==> src/rtl/bf16_norm_round_if.sv <==
// Handshake and data bundle for the bf16 normalise/round stage.
// Signal names follow the stage's original port names; the slave modport is
// the stage's view, the master modport is the producer/consumer view.
interface bf16_norm_round_if #(
    parameter int E = 8,
    parameter int M = 7
);
    logic           in_valid_i;
    logic           in_ready_o;
    logic           s_i;
    logic [E-1:0]   e_i;
    logic [M+3:0]   m_i;
    logic           out_valid_o;
    logic           out_ready_i;
    logic           s_o;
    logic [E-1:0]   e_o;
    logic [M-1:0]   m_o;
    logic           of_o;
    logic           uf_o;
    logic           nx_o;

    modport slave (
        input  in_valid_i, s_i, e_i, m_i, out_ready_i,
        output in_ready_o, out_valid_o, s_o, e_o, m_o, of_o, uf_o, nx_o
    );

    modport master (
        output in_valid_i, s_i, e_i, m_i, out_ready_i,
        input  in_ready_o, out_valid_o, s_o, e_o, m_o, of_o, uf_o, nx_o
    );
endinterface

==> src/rtl/bf16_norm_round.sv <==
// Two-stage normalise and round-to-nearest-even stage for a floating-point
// adder. Stage 1 captures the raw sum and its leading-zero count; stage 2
// normalises, rounds and packs the result with overflow/underflow/inexact
// flags. Valid/ready handshake on both sides.
module bf16_norm_round #(
    parameter int E = 8,
    parameter int M = 7
) (
    input  logic              clk,
    input  logic              rst,
    bf16_norm_round_if.slave  bus
);

    localparam int LZW = $clog2(M + 4);
    localparam int XW  = E + 2;
    localparam logic signed [XW-1:0] EMAX = XW'((1 << E) - 1);

    // Stage 1 registers
    logic               r1_valid;
    logic               r1_s;
    logic [E-1:0]       r1_e;
    logic [M+3:0]       r1_m;
    logic [LZW-1:0]     r1_lzc;

    // Stage 2 registers (drive the outputs directly)
    logic               r2_valid;
    logic               r2_s;
    logic [E-1:0]       r2_e;
    logic [M-1:0]       r2_m;
    logic               r2_of;
    logic               r2_uf;
    logic               r2_nx;

    // Handshake
    logic               w_in_ready;
    logic               w_s1_accept;
    logic               w_s2_load;

    // Leading-zero scan
    logic [LZW-1:0]     w_lzc;
    logic [M+2:0]       w_scan;
    logic               w_found;

    // Normalise/round datapath
    logic [M+2:0]           w_norm;     // {hidden, fraction, guard, sticky}
    logic signed [XW-1:0]   w_exp_n;
    logic signed [XW-1:0]   w_exp_r;
    logic [M:0]             w_frac_r;
    logic                   w_guard;
    logic                   w_sticky;
    logic                   w_inc;
    logic [E-1:0]           w_e;
    logic [M-1:0]           w_m;
    logic                   w_of;
    logic                   w_uf;
    logic                   w_nx;
    logic                   w_unused;

    assign w_in_ready  = ~r1_valid | ~r2_valid | bus.out_ready_i;
    assign w_s1_accept = bus.in_valid_i & w_in_ready;
    assign w_s2_load   = r1_valid & (~r2_valid | bus.out_ready_i);

    assign bus.in_ready_o  = w_in_ready;
    assign bus.out_valid_o = r2_valid;
    assign bus.s_o         = r2_s;
    assign bus.e_o         = r2_e;
    assign bus.m_o         = r2_m;
    assign bus.of_o        = r2_of;
    assign bus.uf_o        = r2_uf;
    assign bus.nx_o        = r2_nx;

    // Leading-zero count of m_i[M+2:0], counted down from the hidden-bit position
    always_comb begin
        w_scan  = bus.m_i[M+2:0];
        w_lzc   = '0;
        w_found = 1'b0;
        for (int unsigned i = 0; i < M + 3; i++) begin
            if (!w_found) begin
                if (w_scan[M+2]) begin
                    w_found = 1'b1;
                end else begin
                    w_scan = w_scan << 1;
                    w_lzc  = w_lzc + LZW'(1);
                end
            end
        end
    end

    // Stage 1: capture the raw sum and its leading-zero count
    always_ff @(posedge clk) begin
        if (rst) begin
            r1_valid <= 1'b0;
            r1_s     <= 1'b0;
            r1_e     <= '0;
            r1_m     <= '0;
            r1_lzc   <= '0;
        end else begin
            r1_valid <= w_s1_accept | (r1_valid & ~w_s2_load);
            if (w_s1_accept) begin
                r1_s   <= bus.s_i;
                r1_e   <= bus.e_i;
                r1_m   <= bus.m_i;
                r1_lzc <= w_lzc;
            end
        end
    end

    // Normalise, round to nearest even, then classify zero/underflow/overflow
    always_comb begin
        if (r1_m[M+3]) begin
            // Carry out: shift right one, old guard folds into sticky
            w_norm  = {r1_m[M+3:2], r1_m[1] | r1_m[0]};
            w_exp_n = {2'b00, r1_e} + XW'(1);
        end else begin
            w_norm  = r1_m[M+2:0] << r1_lzc;
            w_exp_n = {2'b00, r1_e} - XW'(r1_lzc);
        end
        w_guard  = w_norm[1];
        w_sticky = w_norm[0];
        w_inc    = w_guard & (w_sticky | w_norm[2]);
        w_frac_r = {1'b0, w_norm[M+1:2]} + (M+1)'(w_inc);
        w_exp_r  = w_exp_n + XW'(w_frac_r[M]);

        w_e  = '0;
        w_m  = '0;
        w_of = 1'b0;
        w_uf = 1'b0;
        w_nx = 1'b0;
        if (r1_m == '0) begin
            w_nx = 1'b0;
        end else if (w_exp_n <= 0) begin
            w_uf = 1'b1;
            w_nx = 1'b1;
        end else if (w_exp_r >= EMAX) begin
            w_e  = '1;
            w_of = 1'b1;
            w_nx = 1'b1;
        end else begin
            w_e  = w_exp_r[E-1:0];
            w_m  = w_frac_r[M-1:0];
            w_nx = w_guard | w_sticky;
        end
    end

    // The hidden bit is implied by normalisation and never stored
    assign w_unused = w_norm[M+2];

    // Stage 2: register the packed result; holds while the consumer stalls
    always_ff @(posedge clk) begin
        if (rst) begin
            r2_valid <= 1'b0;
            r2_s     <= 1'b0;
            r2_e     <= '0;
            r2_m     <= '0;
            r2_of    <= 1'b0;
            r2_uf    <= 1'b0;
            r2_nx    <= 1'b0;
        end else begin
            if (w_s2_load) begin
                r2_valid <= 1'b1;
                r2_s     <= r1_s;
                r2_e     <= w_e;
                r2_m     <= w_m;
                r2_of    <= w_of;
                r2_uf    <= w_uf;
                r2_nx    <= w_nx;
            end else if (bus.out_ready_i) begin
                r2_valid <= 1'b0;
            end
        end
    end

endmodule

==> src/flat_wrapper.sv <==
// flat-port wrapper written by rule: the top's interface ports become plain ports
module bf16_norm_round_flat 
#(
    parameter int E = 8,
    parameter int M = 7
)
  (clk, rst, bus_in_valid_i, bus_s_i, bus_e_i, bus_m_i, bus_out_ready_i, bus_in_ready_o, bus_out_valid_o, bus_s_o, bus_e_o, bus_m_o, bus_of_o, bus_uf_o, bus_nx_o);
  bf16_norm_round_if #(.E(E), .M(M)) bus_i ();
  input  logic clk;
  input  logic rst;
  input wire logic [$bits(bus_i.in_valid_i)-1:0] bus_in_valid_i;
  input wire logic [$bits(bus_i.s_i)-1:0] bus_s_i;
  input wire logic [$bits(bus_i.e_i)-1:0] bus_e_i;
  input wire logic [$bits(bus_i.m_i)-1:0] bus_m_i;
  input wire logic [$bits(bus_i.out_ready_i)-1:0] bus_out_ready_i;
  output wire logic [$bits(bus_i.in_ready_o)-1:0] bus_in_ready_o;
  output wire logic [$bits(bus_i.out_valid_o)-1:0] bus_out_valid_o;
  output wire logic [$bits(bus_i.s_o)-1:0] bus_s_o;
  output wire logic [$bits(bus_i.e_o)-1:0] bus_e_o;
  output wire logic [$bits(bus_i.m_o)-1:0] bus_m_o;
  output wire logic [$bits(bus_i.of_o)-1:0] bus_of_o;
  output wire logic [$bits(bus_i.uf_o)-1:0] bus_uf_o;
  output wire logic [$bits(bus_i.nx_o)-1:0] bus_nx_o;
  assign bus_i.in_valid_i = bus_in_valid_i;
  assign bus_i.s_i = bus_s_i;
  assign bus_i.e_i = bus_e_i;
  assign bus_i.m_i = bus_m_i;
  assign bus_i.out_ready_i = bus_out_ready_i;
  assign bus_in_ready_o = bus_i.in_ready_o;
  assign bus_out_valid_o = bus_i.out_valid_o;
  assign bus_s_o = bus_i.s_o;
  assign bus_e_o = bus_i.e_o;
  assign bus_m_o = bus_i.m_o;
  assign bus_of_o = bus_i.of_o;
  assign bus_uf_o = bus_i.uf_o;
  assign bus_nx_o = bus_i.nx_o;
  bf16_norm_round #(.E(E), .M(M)) u_core (.clk(clk), .rst(rst), .bus(bus_i));
endmodule
==> config.mk <==
export PLATFORM = sky130hd
export DESIGN_NAME = bf16_norm_round_flat
export DESIGN_NICKNAME = d
export VERILOG_FILES = /design/src/rtl/bf16_norm_round_if.sv /design/src/rtl/bf16_norm_round.sv /design/src/flat_wrapper.sv
export SDC_FILE = /design/constraint.sdc
export NUM_CORES = 1
export LEC_CHECK = 0
export CORE_AREA = 3 3 106 108
export CTS_CLUSTER_SIZE = 12
export DETAILED_ROUTE_END_ITERATION = 6
export DIE_AREA = 0 0 109 111
export SYNTH_ARGS = -nofsm -noshare
export SYNTH_HDL_FRONTEND = slang
export SYNTH_SLANG_ARGS = --single-unit
==> constraint.sdc <==
create_clock -name clk -period 5.76 [get_ports clk]
set_clock_uncertainty 0.15 [all_clocks]
set_input_delay 0.864 -clock clk [delete_from_list [all_inputs] [get_ports clk]]
set_output_delay 0.864 -clock clk [all_outputs]
set_load 0.05 [all_outputs]
---- Word-level counts from Yosys, hierarchy flattened ----
Cells that the tools add are included.
operators by class
  bitwise logic cells ..................... 14
  order comparisons ....................... 2
  add/subtract/negate cells ............... 13
  multiplexer cells ....................... 71
  reduce and logical (&&, ||, !) cells .... 2
  shift operators ......................... 1
operators with widths
  cell                                                                    count
  10-bit 2-to-1 mux                                                       18
  4-bit 2-to-1 mux                                                        18
  4-bit by 1-bit adder with 4-bit output, second input constant           9
  1-bit 2-to-1 mux                                                        28
  8-bit 2-to-1 mux                                                        3
  7-bit 2-to-1 mux                                                        3
  11-bit zero test                                                        1
  10-bit by 1-bit adder with 10-bit output                                1
  10-bit by 9-bit >= comparator with 1-bit output, second input constant  1
  10-bit by 1-bit <= comparator with 1-bit output, second input constant  1
  10-bit by 4-bit << shifter with 9-bit output                            1
  8-bit by 1-bit adder with 9-bit output, second input constant           1
  9-bit 2-to-1 mux                                                        1
  8-bit by 4-bit subtractor with 9-bit output                             1
  7-bit by 1-bit adder with 8-bit output                                  1
  1-bit bitwise OR                                                        7
  1-bit bitwise AND                                                       4
  1-bit NOT                                                               3
  2-bit nonzero test                                                      1
storage, ports and cells
  word-level logic and storage cells ...... 115
  register bits after elaboration ......... 45
  output and inout port bits .............. 21
  input bits .............................. 24

---- Logic depth before layout (Yosys ltp) ----
Gate-level depths: netlist of run 1.
  word-level depth ........................ 28
  depth in mapped cells ................... 22
  gate-level depth less buffers ........... 21

---- Worst setup path before layout of run 1 ----
No wires, ideal clock.
  path type ............................... input port to flip-flop
  from .................................... input port bus_m_i[8]
  to ...................................... register u_core.r1_lzc[2]
  setup time .............................. 0.070 ns
  slack ................................... 0.961 ns
  arrival ................................. 4.579 ns
  buffers on the path ..................... 2
  cell stages on the path ................. 22
  required time ........................... 5.540 ns
  cell sequence ........................... clkbuf_1 > clkbuf_1 > o21a_1 > ha_1 > o31a_1 > ha_1 > nor2_1 > a21oi_1 > nand2_1 > ha_1 > mux2_2 > ha_1 > mux2i_1 > a21oi_1 > nand2b_1 > ha_1 > o21ai_0 > xor2_1 > nor2_1 > xnor2_1 > nand2_1 > a21oi_1
between the ends
  cells in the longest elaborated chain, start to end .. 27
  elaborated cells between the ends (all ways) .. 59
  classes of those cells .................. 8 x add/sub; 51 x mux
ends and longest elaborated chain
  element                                 RTL line                source
  start, declared                         flat_wrapper.sv:14      input wire logic [$bits(bus_i.m_i)-1:0] bus_m_i;
  10-bit 2-to-1 mux *                     bf16_norm_round.sv:79   if (w_scan[M+2]) begin
  4-bit 2-to-1 mux                        bf16_norm_round.sv:79
  4-bit 2-to-1 mux                        bf16_norm_round.sv:78   if (!w_found) begin
  4-bit by 1-bit adder with 4-bit output  bf16_norm_round.sv:83   w_lzc = w_lzc + LZW'(1);
  4-bit 2-to-1 mux                        bf16_norm_round.sv:79
  4-bit 2-to-1 mux                        bf16_norm_round.sv:78
  4-bit by 1-bit adder with 4-bit output  bf16_norm_round.sv:83
  4-bit 2-to-1 mux                        bf16_norm_round.sv:79
  [11 not listed]                         -
  4-bit 2-to-1 mux                        bf16_norm_round.sv:79
  4-bit 2-to-1 mux                        bf16_norm_round.sv:78
  4-bit by 1-bit adder with 4-bit output  bf16_norm_round.sv:83
  4-bit 2-to-1 mux                        bf16_norm_round.sv:79
  4-bit 2-to-1 mux                        bf16_norm_round.sv:78
  4-bit by 1-bit adder with 4-bit output  bf16_norm_round.sv:83
  4-bit 2-to-1 mux                        bf16_norm_round.sv:79
  4-bit 2-to-1 mux *                      bf16_norm_round.sv:78
  end signal, assigned                    bf16_norm_round.sv:103  r1_lzc <= w_lzc;
  end, declared                           bf16_norm_round.sv:23   logic [LZW-1:0] r1_lzc;
Every way passes the cells marked *; elsewhere a longest branch is shown, timed or not.
A chain may end at the register's enable or synchronous reset.

---- Worst setup path after layout of run 1 ----
  from .................................... input port bus_m_i[6]
  to ...................................... register u_core.r1_lzc[2]
between the ends
  cells in the longest elaborated chain, start to end .. 25
  elaborated cells between the ends (all ways) .. 49
  classes of those cells .................. 6 x add/sub; 43 x mux
ends and longest elaborated chain
  element                                 RTL line
  10-bit 2-to-1 mux *                     bf16_norm_round.sv:79
  10-bit 2-to-1 mux                       bf16_norm_round.sv:79
  10-bit 2-to-1 mux *                     bf16_norm_round.sv:78
  10-bit 2-to-1 mux                       bf16_norm_round.sv:79
  10-bit 2-to-1 mux *                     bf16_norm_round.sv:78
  4-bit 2-to-1 mux                        bf16_norm_round.sv:79
  4-bit 2-to-1 mux                        bf16_norm_round.sv:78
  4-bit by 1-bit adder with 4-bit output  bf16_norm_round.sv:83
  [9 not listed]                          -
  4-bit 2-to-1 mux                        bf16_norm_round.sv:79
  4-bit 2-to-1 mux                        bf16_norm_round.sv:78
  4-bit by 1-bit adder with 4-bit output  bf16_norm_round.sv:83
  4-bit 2-to-1 mux                        bf16_norm_round.sv:79
  4-bit 2-to-1 mux                        bf16_norm_round.sv:78
  4-bit by 1-bit adder with 4-bit output  bf16_norm_round.sv:83
  4-bit 2-to-1 mux                        bf16_norm_round.sv:79
  4-bit 2-to-1 mux *                      bf16_norm_round.sv:78
Marked as above.

==> results of run 1 <==
-- cell usage after synthesis, types with 3 or more instances --
master | count | area share
nor3_1 | 13 | 0.018
nand2b_1 | 9 | 0.016
a21o_1 | 5 | 0.010
nor3b_1 | 5 | 0.010
ha_1 | 15 | 0.052
inv_1 | 14 | 0.015
o21ai_0 | 20 | 0.028
xor2_1 | 6 | 0.015
a31oi_1 | 5 | 0.0087
xnor2_1 | 11 | 0.027
o31ai_1 | 3 | 0.0063
a2111oi_0 | 4 | 0.0097
clkbuf_1 | 25 | 0.026
mux2_2 | 4 | 0.013
and2_1 | 5 | 0.0087
a211oi_1 | 7 | 0.015
nand3b_1 | 5 | 0.010
o21a_1 | 4 | 0.0084
nor2_1 | 23 | 0.024
nand2_1 | 87 | 0.091
mux2i_1 | 18 | 0.050
buf_1 | 3 | 0.0031
a21oi_1 | 42 | 0.058
nor4_1 | 3 | 0.0052
a211o_1 | 4 | 0.0097
nor2b_1 | 7 | 0.012
a22o_1 | 12 | 0.029
and3_1 | 3 | 0.0052
nand3_1 | 11 | 0.015
o22ai_1 | 4 | 0.0070
dfxtp_1 | 45 | 0.25
-- path summary, 6_finish.rpt --
kind | cells after the start | to | slack (ns)
min | 1 | u_core.bus.e_o[6]$_SDFFE_PP0P_ | 0.31
max reg2reg | 15 | u_core.bus.nx_o$_SDFFE_PP0P_ | 1.33
max | 20 | u_core.r1_lzc[2]$_SDFFE_PP0P_ | 0.76
min reg2reg | 1 | u_core.bus.e_o[6]$_SDFFE_PP0P_ | 0.31
-- per-layer routing --
metal	GRT usage	wire (µm)	up-vias	share of wire
met3	0.0221	442	6	0.050
met1	0.214	4370	1559	0.49
met2	0.228	4000	80	0.45
met5	0	0	-	0
met4	0.0337	77	0	0.0087
li1	-	-	1758	-
-- cell families after synthesis --
group / Yosys count / synth area share
and+or+nand+nor: 188 / 0.261
DFF: 45 / 0.251
buffers and inverters: 44 / 0.0466
AOI/OAI and AO/OA: 137 / 0.274
muxes: 23 / 0.0689
xor gates and xnor gates: 17 / 0.0414
adders and majority gates: 16 / 0.0578
-- where the power goes --
| part | internal, mW | switching (mW) | total (mW) |
|---|---|---|---|
| clock | 0.0839 | 0.112 | 0.196 |
| sequential | 0.326 | 0.0224 | 0.349 |
| combinational | 0.108 | 0.144 | 0.251 |
| total | 0.518 | 0.278 | 0.796 |
-- critical path, cell delays in order --
cell             delay, ns
clkdlybuf4s50_1       0.60
or4_1                 0.71
and2_1                0.21
ha_1                  0.27
nor2_1                0.04
a21oi_1               0.16
nand2_1               0.11
ha_1                  0.32
mux2_2                0.27
ha_1                  0.34
mux2i_1               0.14
a21oi_1               0.08
nand2b_1              0.16
ha_1                  0.19
o21ai_0               0.09
xor2_1                0.17
nor2_1                0.06
xnor2_1               0.12
nand2_1               0.06
a21oi_1               0.13
-- stage by stage --
stage	utilization	instances	worst slack (ns)	total power [mW]	area, µm²
2_1_floorplan	-	470	0.961	0.536	3590
3_3_place_gp	0.401	626	0.570	0.603	4140
3_5_place_dp	0.401	626	0.448	0.606	4140
4_1_cts	0.409	634	0.765	0.803	4220
5_1_grt	0.409	634	0.471	0.846	4220
6_report	0.409	634	0.758	0.796	4220
-- cell type report --
type / instances / area share
Tap cell: 136 / 0.0403
Clock buffer: 5 / 0.0163
Timing Repair Buffer: 50 / 0.115
Clock inverter: 3 / 0.00415
Inverter: 14 / 0.0124
Multi-Input combinational cell: 381 / 0.598
Sequential cell: 45 / 0.213
-- flip-flops by register name, summed over array words and instances, names as in the netlist, 4 cells and up --
| register | cells |
|---|---|
| u_core.bus.e_o | 8 |
| u_core.bus.m_o | 7 |
| u_core.r1_e | 8 |
| u_core.r1_lzc | 4 |
| u_core.r1_m | 11 |
==> results.py, run 1 <==
metrics = {
    "sta": {
        "setup_tns_ns": 0,
        "setup_viol": 0,
        "post-route-period-util": 0.868,
        "worst_pin_slew_ns": 0.858,
        "period_minus_slack_ns": 5.00,
        "drv_slew": 0,
        "rsz0062_at_grt": "false",
        "hold_viol_final": 0,
        "fmax_ghz": 0.200,
        "relSlewSlack": 0.427,
        "hold_slack_ns": 0.310,
    },
    "worst_setup_path": {
        "critPathArrivalTime_ns": 5.09,
        "worst_ep_required_time_ns": 5.85,
        "critPathLaunch": "bus_m_i[6]",
        "crit_fanout": 12,
        "crit_type": "in2reg",
        "reg2reg_from": "u_core.r1_lzc[1]$_SDFFE_PP0P_",
        "endpoint_kind": "flop",
        "critPathLaunchType": "primary input",
    },
    "finish": {
        "mostFrequentLayoutCell": "nand2_1",
        "mostFrequentLayoutCells": "nand2_1 (87), dfxtp_1 (45), clkdlybuf4s50_1 (44), a21oi_1 (42), nor2_1 (23)",
        "drive_gt1_frac": 0.0723,
        "area_delta_synth_final_pct": 17.4,
        "fillers": 1058,
        "antenna_cells": 0,
        "multiInputGateArea_um2": 2530,
        "nets": 537,
        "final-seq-area_um2": 901,
    },
    "placement": {
        "io_buffer_count": 44,
        "gp_congestion": 0.918,
        "dp_hpwl_mm": 6.89,
    },
    "outcome": {
        "outcome": "finished clean",
    },
    "clocking": {
        "clk_latency_ns": 0.30,
        "cts_tree": "yes",
        "cts_root_buf": "clkbuf_8",
        "cts.clk_slew.worst_paths_ns": 0.09,
        "post-cts-setup-buffers": 0,
        "clockBufferDepth": 2,
        "cts_hold_buf": 0,
        "post_cts_resize_count": 0,
        "numCtsBuffers": 5,
        "clkSinkCount": 45,
        "cts-htree-levels": 2,
    },
    "drt": {
        "drt_iter0_drc": 160,
        "via_per_inst": 5.37,
        "drt_pass1_iterations": 4,
        "wl_mm": 8.88,
        "vias": 3403,
        "route.antenna.remaining_nets": 0,
        "drc_errors": 0,
        "wire_per_inst_um": 14.0,
    },
    "global_routing": {
        "globalRouteOverflowTotal": 0,
        "grt_max_degree": 35,
        "grt_pass1_wl_mm": 15.0,
        "antenna_found_initial": 0,
        "grt_pass1_vias": 3154,
        "track_usage": 0.147,
    },
    "synthesis": {
        "seq_area_frac_synth": 0.251,
        "synth_cell_types": 67,
        "syn_nets": 510,
        "synth_edf_count": 0,
        "synth_ff_type": "dfxtp_1",
        "synth_seq_cells": 45,
        "syn_area_per_cell_um2": 7.65,
        "mappedNetlistArea_um2": 3590,
        "synth_cells": 470,
        "async_reset_ff_frac": 0,
        "yosys_warnings": 0,
    },
    "die": {
        "design.core.area_um2": 10300,
        "fp.dieW_um": 109,
        "die_h_um": 111,
        "die-area_um2": 12100,
        "io_pins": 45,
        "start_util": 0.348,
        "num_rows": 37,
    },
    "pwr": {
        "peakVddDrop_v": 0.0000858,
        "p_leak_nw": 1.54,
        "p_per_area_nw_per_um2": 189,
    },
    "flow_run": {
        "drv_cap": 0,
    },
    "worst_hold_path": {
        "min-delay-start": "u_core.bus.e_o[6]$_SDFFE_PP0P_",
        "hold_class": "reg2reg",
    },
}
(Power assumes the default switching activity.)
==> run 2, diff against run 1 <==
--- a/config.mk
+++ b/config.mk
@@ -9,6 +9,7 @@
 export CTS_CLUSTER_SIZE = 12
 export DETAILED_ROUTE_END_ITERATION = 6
 export DIE_AREA = 0 0 109 111
+export SKIP_CTS_REPAIR_TIMING = 1
 export SYNTH_ARGS = -nofsm -noshare
 export SYNTH_HDL_FRONTEND = slang
 export SYNTH_SLANG_ARGS = --single-unit
==> results of run 2 <==
Final layout, timing and power as in run 1 (identical DEF).
==> run 3, diff against run 2 <==
--- a/config.mk
+++ b/config.mk
@@ -10,6 +10,7 @@
 export DETAILED_ROUTE_END_ITERATION = 6
 export DIE_AREA = 0 0 109 111
 export SKIP_CTS_REPAIR_TIMING = 1
+export SLEW_MARGIN = 20
 export SYNTH_ARGS = -nofsm -noshare
 export SYNTH_HDL_FRONTEND = slang
 export SYNTH_SLANG_ARGS = --single-unit
==> results of run 3 <==
Final layout, timing and power as in run 1 (identical DEF).
